<file path="config.mk">
export PLATFORM = sky130hd
export DESIGN_NAME = bsg_cover_realign_dyn
export DESIGN_NICKNAME = d
export VERILOG_FILES = /design/src/rtl/bsg_cover_pkg.sv /design/src/rtl/bsg_cover_realign_ring.sv /design/src/rtl/bsg_cover_realign_dyn.sv
export SDC_FILE = /design/constraint.sdc
export NUM_CORES = 1
export LEC_CHECK = 0
export ABC_AREA = 1
export BUFFER_PORTS_ARGS = -buffer_cell sky130_fd_sc_hd__buf_2
export CAP_MARGIN = 15
export CORE_ASPECT_RATIO = 0.9
export CORE_MARGIN = 1
export CORE_UTILIZATION = 60
export CTS_CLUSTER_SIZE = 30
export DETAILED_ROUTE_END_ITERATION = 7
export MAX_ROUTING_LAYER = met4
export PLACE_DENSITY = 0.89
export SLEW_MARGIN = 20
export SYNTH_ARGS = -nofsm -noshare
export SYNTH_HDL_FRONTEND = slang
export SYNTH_SLANG_ARGS = --single-unit
</file>
<file path="constraint.sdc">
create_clock -name clk_i -period 13 [get_ports clk_i]
set_input_delay 1.95 -clock clk_i [delete_from_list [all_inputs] [get_ports clk_i]]
set_output_delay 1.95 -clock clk_i [all_outputs]
set_load 0.05 [all_outputs]
</file>
<file path="src/rtl/bsg_cover_pkg.sv">
// bsg_cover_pkg
//   Shared definitions for the coverage realigner and the host-side config
//   CSR decoder. The helper functions stand in for the BSG width macros so
//   that every file derives port and register widths the same way.
//   No ports (package only).

package bsg_cover_pkg;

    // Bits needed to hold the value x itself (0..x inclusive).
    function automatic int bsg_width(input int x);
        return $clog2(x + 1);
    endfunction

    // Index width that never collapses to zero bits, even for a single entry.
    function automatic int bsg_safe_clog2(input int x);
        return (x <= 1) ? 1 : $clog2(x);
    endfunction

    // Default geometry, shared with the CSR decoder that builds config words.
    localparam int cover_num_chan_gp  = 4;
    localparam int cover_max_depth_gp = 8;
    localparam int cover_chan_w_gp    = bsg_safe_clog2(cover_num_chan_gp);
    localparam int cover_depth_w_gp   = bsg_width(cover_max_depth_gp);

    // One config write: which channel, and its new delay in beats.
    typedef struct packed {
        logic [cover_chan_w_gp-1:0]  chan;
        logic [cover_depth_w_gp-1:0] depth;
    } bsg_cover_realign_cfg_s;

endpackage

</file>
<file path="src/rtl/bsg_cover_realign_ring.sv">
// bsg_cover_realign_ring
//   Storage for one channel of the realigner: a max_depth_p-entry ring of
//   chan_width_p-bit beats, the channel's programmed delay, and the wrapped
//   read index. The write pointer is owned by the parent and shared by all
//   channels.
// Ports
//   clk_i, reset_i  clock, synchronous active-high reset (clears depth only)
//   wptr_i          shared ring write pointer
//   v_i             beat accepted; writes data_i at wptr_i
//   data_i          this channel's input chunk
//   cfg_we_i        load a new depth for this channel
//   cfg_depth_i     requested depth (clamped to max_depth_p here)
//   data_o          delayed chunk, or data_i directly when depth is 0
//   depth_o         current programmed depth

module bsg_cover_realign_ring
    import bsg_cover_pkg::*;
#(
    parameter  int chan_width_p = 8,
    parameter  int max_depth_p  = 8,
    localparam int depth_w_lp   = bsg_width(max_depth_p),
    localparam int ptr_w_lp     = bsg_safe_clog2(max_depth_p)
) (
    input  logic                    clk_i,
    input  logic                    reset_i,
    input  logic [ptr_w_lp-1:0]     wptr_i,
    input  logic                    v_i,
    input  logic [chan_width_p-1:0] data_i,
    input  logic                    cfg_we_i,
    input  logic [depth_w_lp-1:0]   cfg_depth_i,
    output logic [chan_width_p-1:0] data_o,
    output logic [depth_w_lp-1:0]   depth_o
);

    logic [chan_width_p-1:0] mem_q [max_depth_p];
    logic [depth_w_lp-1:0]   depth_q, depth_d;
    logic [depth_w_lp-1:0]   wptrExt;
    logic [depth_w_lp-1:0]   rdIdx;

    // Ring contents are deliberately not reset; the parent masks stale
    // entries with v_o until enough beats have been written.
    always_ff @(posedge clk_i) begin
        if (v_i) begin
            mem_q[wptr_i] <= data_i;
        end
    end

    // Requests deeper than the ring are clamped to the full ring depth.
    always_comb begin
        depth_d = depth_q;
        if (cfg_we_i) begin
            depth_d = (cfg_depth_i > depth_w_lp'(max_depth_p))
                    ? depth_w_lp'(max_depth_p) : cfg_depth_i;
        end
    end

    always_ff @(posedge clk_i) begin
        if (reset_i) begin
            depth_q <= '0;
        end else begin
            depth_q <= depth_d;
        end
    end

    // (wptr - depth) mod max_depth_p with an explicit wrap. Intermediate
    // overflow in the add is harmless because the final result is < max.
    // depth == max lands on wptr: the oldest entry, read before this beat
    // overwrites it.
    always_comb begin
        wptrExt = depth_w_lp'(wptr_i);
        if (wptrExt >= depth_q) begin
            rdIdx = wptrExt - depth_q;
        end else begin
            rdIdx = wptrExt + depth_w_lp'(max_depth_p) - depth_q;
        end
    end

    always_comb begin
        data_o = data_i;
        if (depth_q != '0) begin
            data_o = mem_q[rdIdx[ptr_w_lp-1:0]];
        end
    end

    assign depth_o = depth_q;

endmodule

</file>
<file path="src/rtl/bsg_cover_realign_dyn.sv">
// bsg_cover_realign_dyn
//   Delays each of num_chan_p coverage channels by its own programmable
//   number of accepted beats, so stage taps line up before the coverage
//   FIFO/packer. Delay counts v_i beats, not clocks, so stalls do not break
//   the alignment.
// Ports
//   clk_i, reset_i  clock, synchronous active-high reset
//   cfg_v_i         write one channel's depth register
//   cfg_chan_i      channel to configure (out-of-range writes are ignored)
//   cfg_depth_i     new delay in beats (clamped to max_depth_p)
//   v_i             input beat valid; advances every ring
//   data_i          channel c at [c*chan_width_p +: chan_width_p]
//   v_o             aligned beat valid (all channels hold real history)
//   data_o          realigned data, same packing as data_i
//   primed_o        history is deep enough for the current configuration

module bsg_cover_realign_dyn
    import bsg_cover_pkg::*;
#(
    parameter  int num_chan_p   = 4,
    parameter  int chan_width_p = 8,
    parameter  int max_depth_p  = 8,
    localparam int depth_w_lp   = bsg_width(max_depth_p),
    localparam int chan_w_lp    = bsg_safe_clog2(num_chan_p),
    localparam int ptr_w_lp     = bsg_safe_clog2(max_depth_p)
) (
    input  logic                               clk_i,
    input  logic                               reset_i,
    input  logic                               cfg_v_i,
    input  logic [chan_w_lp-1:0]               cfg_chan_i,
    input  logic [depth_w_lp-1:0]              cfg_depth_i,
    input  logic                               v_i,
    input  logic [num_chan_p*chan_width_p-1:0] data_i,
    output logic                               v_o,
    output logic [num_chan_p*chan_width_p-1:0] data_o,
    output logic                               primed_o
);

    logic [ptr_w_lp-1:0]   wptr_q, wptr_d;
    logic [depth_w_lp-1:0] fillCnt_q, fillCnt_d;
    logic [depth_w_lp-1:0] chanDepth [num_chan_p];
    logic [depth_w_lp-1:0] maxDepth;
    logic                  cfgAccept;

    // Writes addressed past the last channel are dropped entirely, so they
    // must not disturb the fill count either.
    assign cfgAccept = cfg_v_i & (int'(cfg_chan_i) < num_chan_p);

    for (genvar c = 0; c < num_chan_p; c++) begin : g_chan
        bsg_cover_realign_ring #(
            .chan_width_p(chan_width_p),
            .max_depth_p (max_depth_p)
        ) ring (
            .clk_i      (clk_i),
            .reset_i    (reset_i),
            .wptr_i     (wptr_q),
            .v_i        (v_i),
            .data_i     (data_i[c*chan_width_p +: chan_width_p]),
            .cfg_we_i   (cfgAccept && (cfg_chan_i == chan_w_lp'(c))),
            .cfg_depth_i(cfg_depth_i),
            .data_o     (data_o[c*chan_width_p +: chan_width_p]),
            .depth_o    (chanDepth[c])
        );
    end

    // Deepest channel decides how much history must exist before v_o.
    always_comb begin
        maxDepth = '0;
        for (int c = 0; c < num_chan_p; c++) begin
            if (chanDepth[c] > maxDepth) begin
                maxDepth = chanDepth[c];
            end
        end
    end

    // A config write restarts the fill count even if a beat arrives in the
    // same cycle; that beat was produced under the old depth and is not
    // counted toward the new history.
    always_comb begin
        wptr_d    = wptr_q;
        fillCnt_d = fillCnt_q;
        if (v_i) begin
            wptr_d = (wptr_q == ptr_w_lp'(max_depth_p - 1))
                   ? '0 : wptr_q + ptr_w_lp'(1);
        end
        if (cfgAccept) begin
            fillCnt_d = '0;
        end else if (v_i && (fillCnt_q != depth_w_lp'(max_depth_p))) begin
            fillCnt_d = fillCnt_q + depth_w_lp'(1);
        end
    end

    always_ff @(posedge clk_i) begin
        if (reset_i) begin
            wptr_q    <= '0;
            fillCnt_q <= '0;
        end else begin
            wptr_q    <= wptr_d;
            fillCnt_q <= fillCnt_d;
        end
    end

    assign primed_o = (fillCnt_q >= maxDepth);
    assign v_o      = v_i & primed_o;

endmodule

</file>
==> key figures <==
Logic synthesis
  • Cell count after synthesis: roughly 1000
  • Synth top area share: around 62%
  • Syn nets: roughly 1100
  • Leading area contributor after synthesis: edfxtp_1
  • Ranking of synthesized cells by area: edfxtp_1 (62%), o21ai_0 (6.8%), mux2i_1 (5.2%), inv_1 (4.0%), dfxtp_1 (3.7%)
  • Count of state elements after synthesis: 279
  • Sequential area share after synthesis: 66.2%
  • Ys flop type: edfxtp_1
  • Synth Area per Inst: 12.2 sq um
  • Commonest cells in the netlist: edfxtp_1 (256), o21ai_0 (167), inv_1 (131), a21oi_1 (87), nand2_1 (87)
  • Number of flops mapped to enable cells by yosys: 256
  • Most instantiated library cell after synthesis: edfxtp_1
  • Post-Syn Area: 12300 sq um
  • Post-synth cell types: 34
  • FFs w/ async S/R, synth: 0%
  • Yosys Warn Count: 0

Worst setup path
  • Critical Path RT: 11050 ps
  • Top cell by count, worst path: nand2_1
  • CP max-delay cell: dfxtp_1
  • Setup crit end kind: primary output
  • CP max stage delay: 380 ps
  • Reg2reg path depth: 3
  • Critical Path AT: 5000 ps
  • CP max FO: 7
  • Type of the worst setup path: register to primary output
  • Crit path launch type: register

Cells and area
  • Share of cells above drive strength 1: 15.2%
  • Filler cells: 1295
  • Number of antenna diodes: 0
  • Post-layout instance count excluding filler cells: 1360
  • Final nets: 1153
  • Area delta synth->final: 12.4%

STA
  • Worst-Margin Slew: 805 ps
  • RSZ-0062 raised after global routing: no
  • Hold_ws: 506 ps
  • Setup_tns: 0 ps
  • Final Max Slew Viols: 0
  • Min cycle time layout: 6950 ps
  • Final setup fails: 0
  • Rel. slew slack: approximately 46%
  • Fin crit share: 53.4%
  • Max Freq: 144 MHz
  • Clock skew: 12.6 ps
  • Final hold vios: 0

Placement
  • DP Cell Count: approximately 1300
  • Final HPWL DP: 14900 microns
  • RePlAce Congestion: 0.905
  • Port bufs: 75

Floorplan
  • Starting density of the core: 61.4%
  • Chip height: 138 microns
  • Num rows: 49
  • Die area: 21100 sq um
  • Core box area: 20000 sq um
  • Die X: about 150 microns
  • IO Count: 76

Global routing
  • Initial antenna violation count: 0
  • GRT Total Usage: ~25%
  • Vias in the first global route: 7768
  • First-pass GRT wire length: 39500 microns
  • Largest net degree at the start of global routing: 49
  • Gr ovfl total: 0

Clock network
  • Setup Fix Bufs, Post-CTS: 0
  • Clock-pin slew on the worst setup and hold paths: 60 ps
  • CTS tree: built
  • Post-cts sizing count: 0
  • CTS Sinks: 279
  • Root buffer cell: clkbuf_16
  • Hold_buf cts: 0
  • Clk buf depth: 3
  • CTS HTree Levels: 1
  • Total CTS buffers: 27
  • Clock latency on the worst-skew pair: around 540 ps

Hold path
  • Hold crit path type: register to register
  • Worst hold path depth: 2

Routing
  • DRT Pass-1 Iters: 5
  • Drt total wl: 25600 microns
  • Antenna-violating nets left: 0
  • Vias/cell: 5.81
  • Via count: 7898
  • Wire per inst: around 19 microns
  • Initial drt markers: around 760
  • Drt drc: 0

Power
  • Total power: 2.22 mW
  • Worst ir drop on vdd: 0.147 mV
  • Leakage: 5.45 nW
  • Pwr per Cell Area: 161 nW/um^2

Run status
  • Status: complete, no violations

Flow run
  • Max cap viols: 0
-- layout make-up --
class | instances | area, sq um | share of cell area [%]
multi-input combinational | 553 | 3540 | 25.6
clock inverter | 8 | 38.8 | 0.280
clock buffer | 41 | 769 | 5.56
inverter | 137 | 514 | 3.72
tap | 255 | 319 | 2.31
sequential | 279 | 8150 | 58.9
timing repair buffer | 87 | 505 | 3.65
-- metal layers --
metal  vias to the layer above  GRT usage, %  share of wire [%]
met1                      3781          30.0                 41
met4                         0          9.03                2.3
met2                       315          44.0                 50
met3                        60          3.69                7.1
li1                       3742             -                  -
met5                         -             -                  0
-- cell usage in the layout, fill, tap and decap left out, types with 2 or more instances in the layout --
cell | netlist | layout
a21oi_1 | 87 | 87
and2_1 | 4 | 4
and3_1 | 2 | 2
buf_16 | 0 | 2
buf_2 | 15 | 75
buf_4 | 1 | 10
clkbuf_1 | 23 | 11
clkbuf_16 | 0 | 28
clkbuf_8 | 0 | 2
clkinv_1 | 0 | 4
clkinv_2 | 0 | 3
dfxtp_1 | 23 | 23
edfxtp_1 | 256 | 256
fa_1 | 4 | 4
ha_1 | 22 | 22
inv_1 | 131 | 131
inv_2 | 6 | 6
mux2_2 | 15 | 15
mux2i_1 | 64 | 64
nand2_1 | 87 | 87
nand2_2 | 3 | 3
nand2_4 | 2 | 2
nand3_1 | 18 | 18
nand4_1 | 5 | 5
nor2_1 | 34 | 26
nor2_4 | 1 | 9
nor3_1 | 4 | 4
o21ai_0 | 167 | 167
o21ai_1 | 2 | 2
o22ai_1 | 17 | 17
xnor2_2 | 4 | 4
xnor2_4 | 4 | 4
-- flip-flops by register name, summed over array words and instances (netlist names) --
register and flops:
wptr_q 3, fillCnt_q 4, g_chan.ring.mem_q 256, g_chan.ring.depth_o 16
-- where the power goes --
part           internal, mW  switching (mW)  leakage, nW
clock                 0.406           0.312        0.395
combinational         0.144           0.344         2.54
sequential             1.01         0.00971         2.51
-- final timing paths --
path,from,end,slack (ps)
worst max-delay path,g_chan[0].ring.depth_o[2]$_SDFFE_PP0P_,v_o,6050
worst min-delay path,g_chan[0].ring.depth_o[3]$_SDFFE_PP0P_,g_chan[0].ring.depth_o[3]$_SDFFE_PP0P_,510
worst max register to register,wptr_q[2]$_SDFFE_PP0P_,g_chan[0].ring.mem_q[6][2]$_DFFE_PP_,10860
worst min register to register,g_chan[0].ring.depth_o[3]$_SDFFE_PP0P_,g_chan[0].ring.depth_o[3]$_SDFFE_PP0P_,510
-- stage by stage --
step	setup WS (ps)	utilization, %	cell area [sq um]
5_1_grt	5630	69.0	13800
2_1_floorplan	6790	-	12300
3_3_place_gp	6950	64.7	13000
3_5_place_dp	6750	64.7	13000
6_report	6050	69.0	13800
4_1_cts	6110	68.7	13800
-- cells by family after synthesis --
| kind of cell | count (synthesis) | share of synthesized area (%) |
|---|---|---|
| flops | 279 | 66.2 |
| compound gates | 277 | 11.5 |
| buf+inv | 176 | 5.55 |
| simple gates | 163 | 5.86 |
| mux | 79 | 6.58 |
| fa+ha+maj | 26 | 2.89 |
| xor+xnor | 8 | 1.42 |
-- worst max-delay path: cells and delay by family, from the launching register on --
family	cells	cell delay, ps
AND/OR/NAND/NOR	16	1510
buffers and inverters	7	710
AO/OA/AOI/OAI	4	660
flip-flops	1	380
adder cells (fa/ha/maj)	4	1180
(Power assumes the default switching activity.)
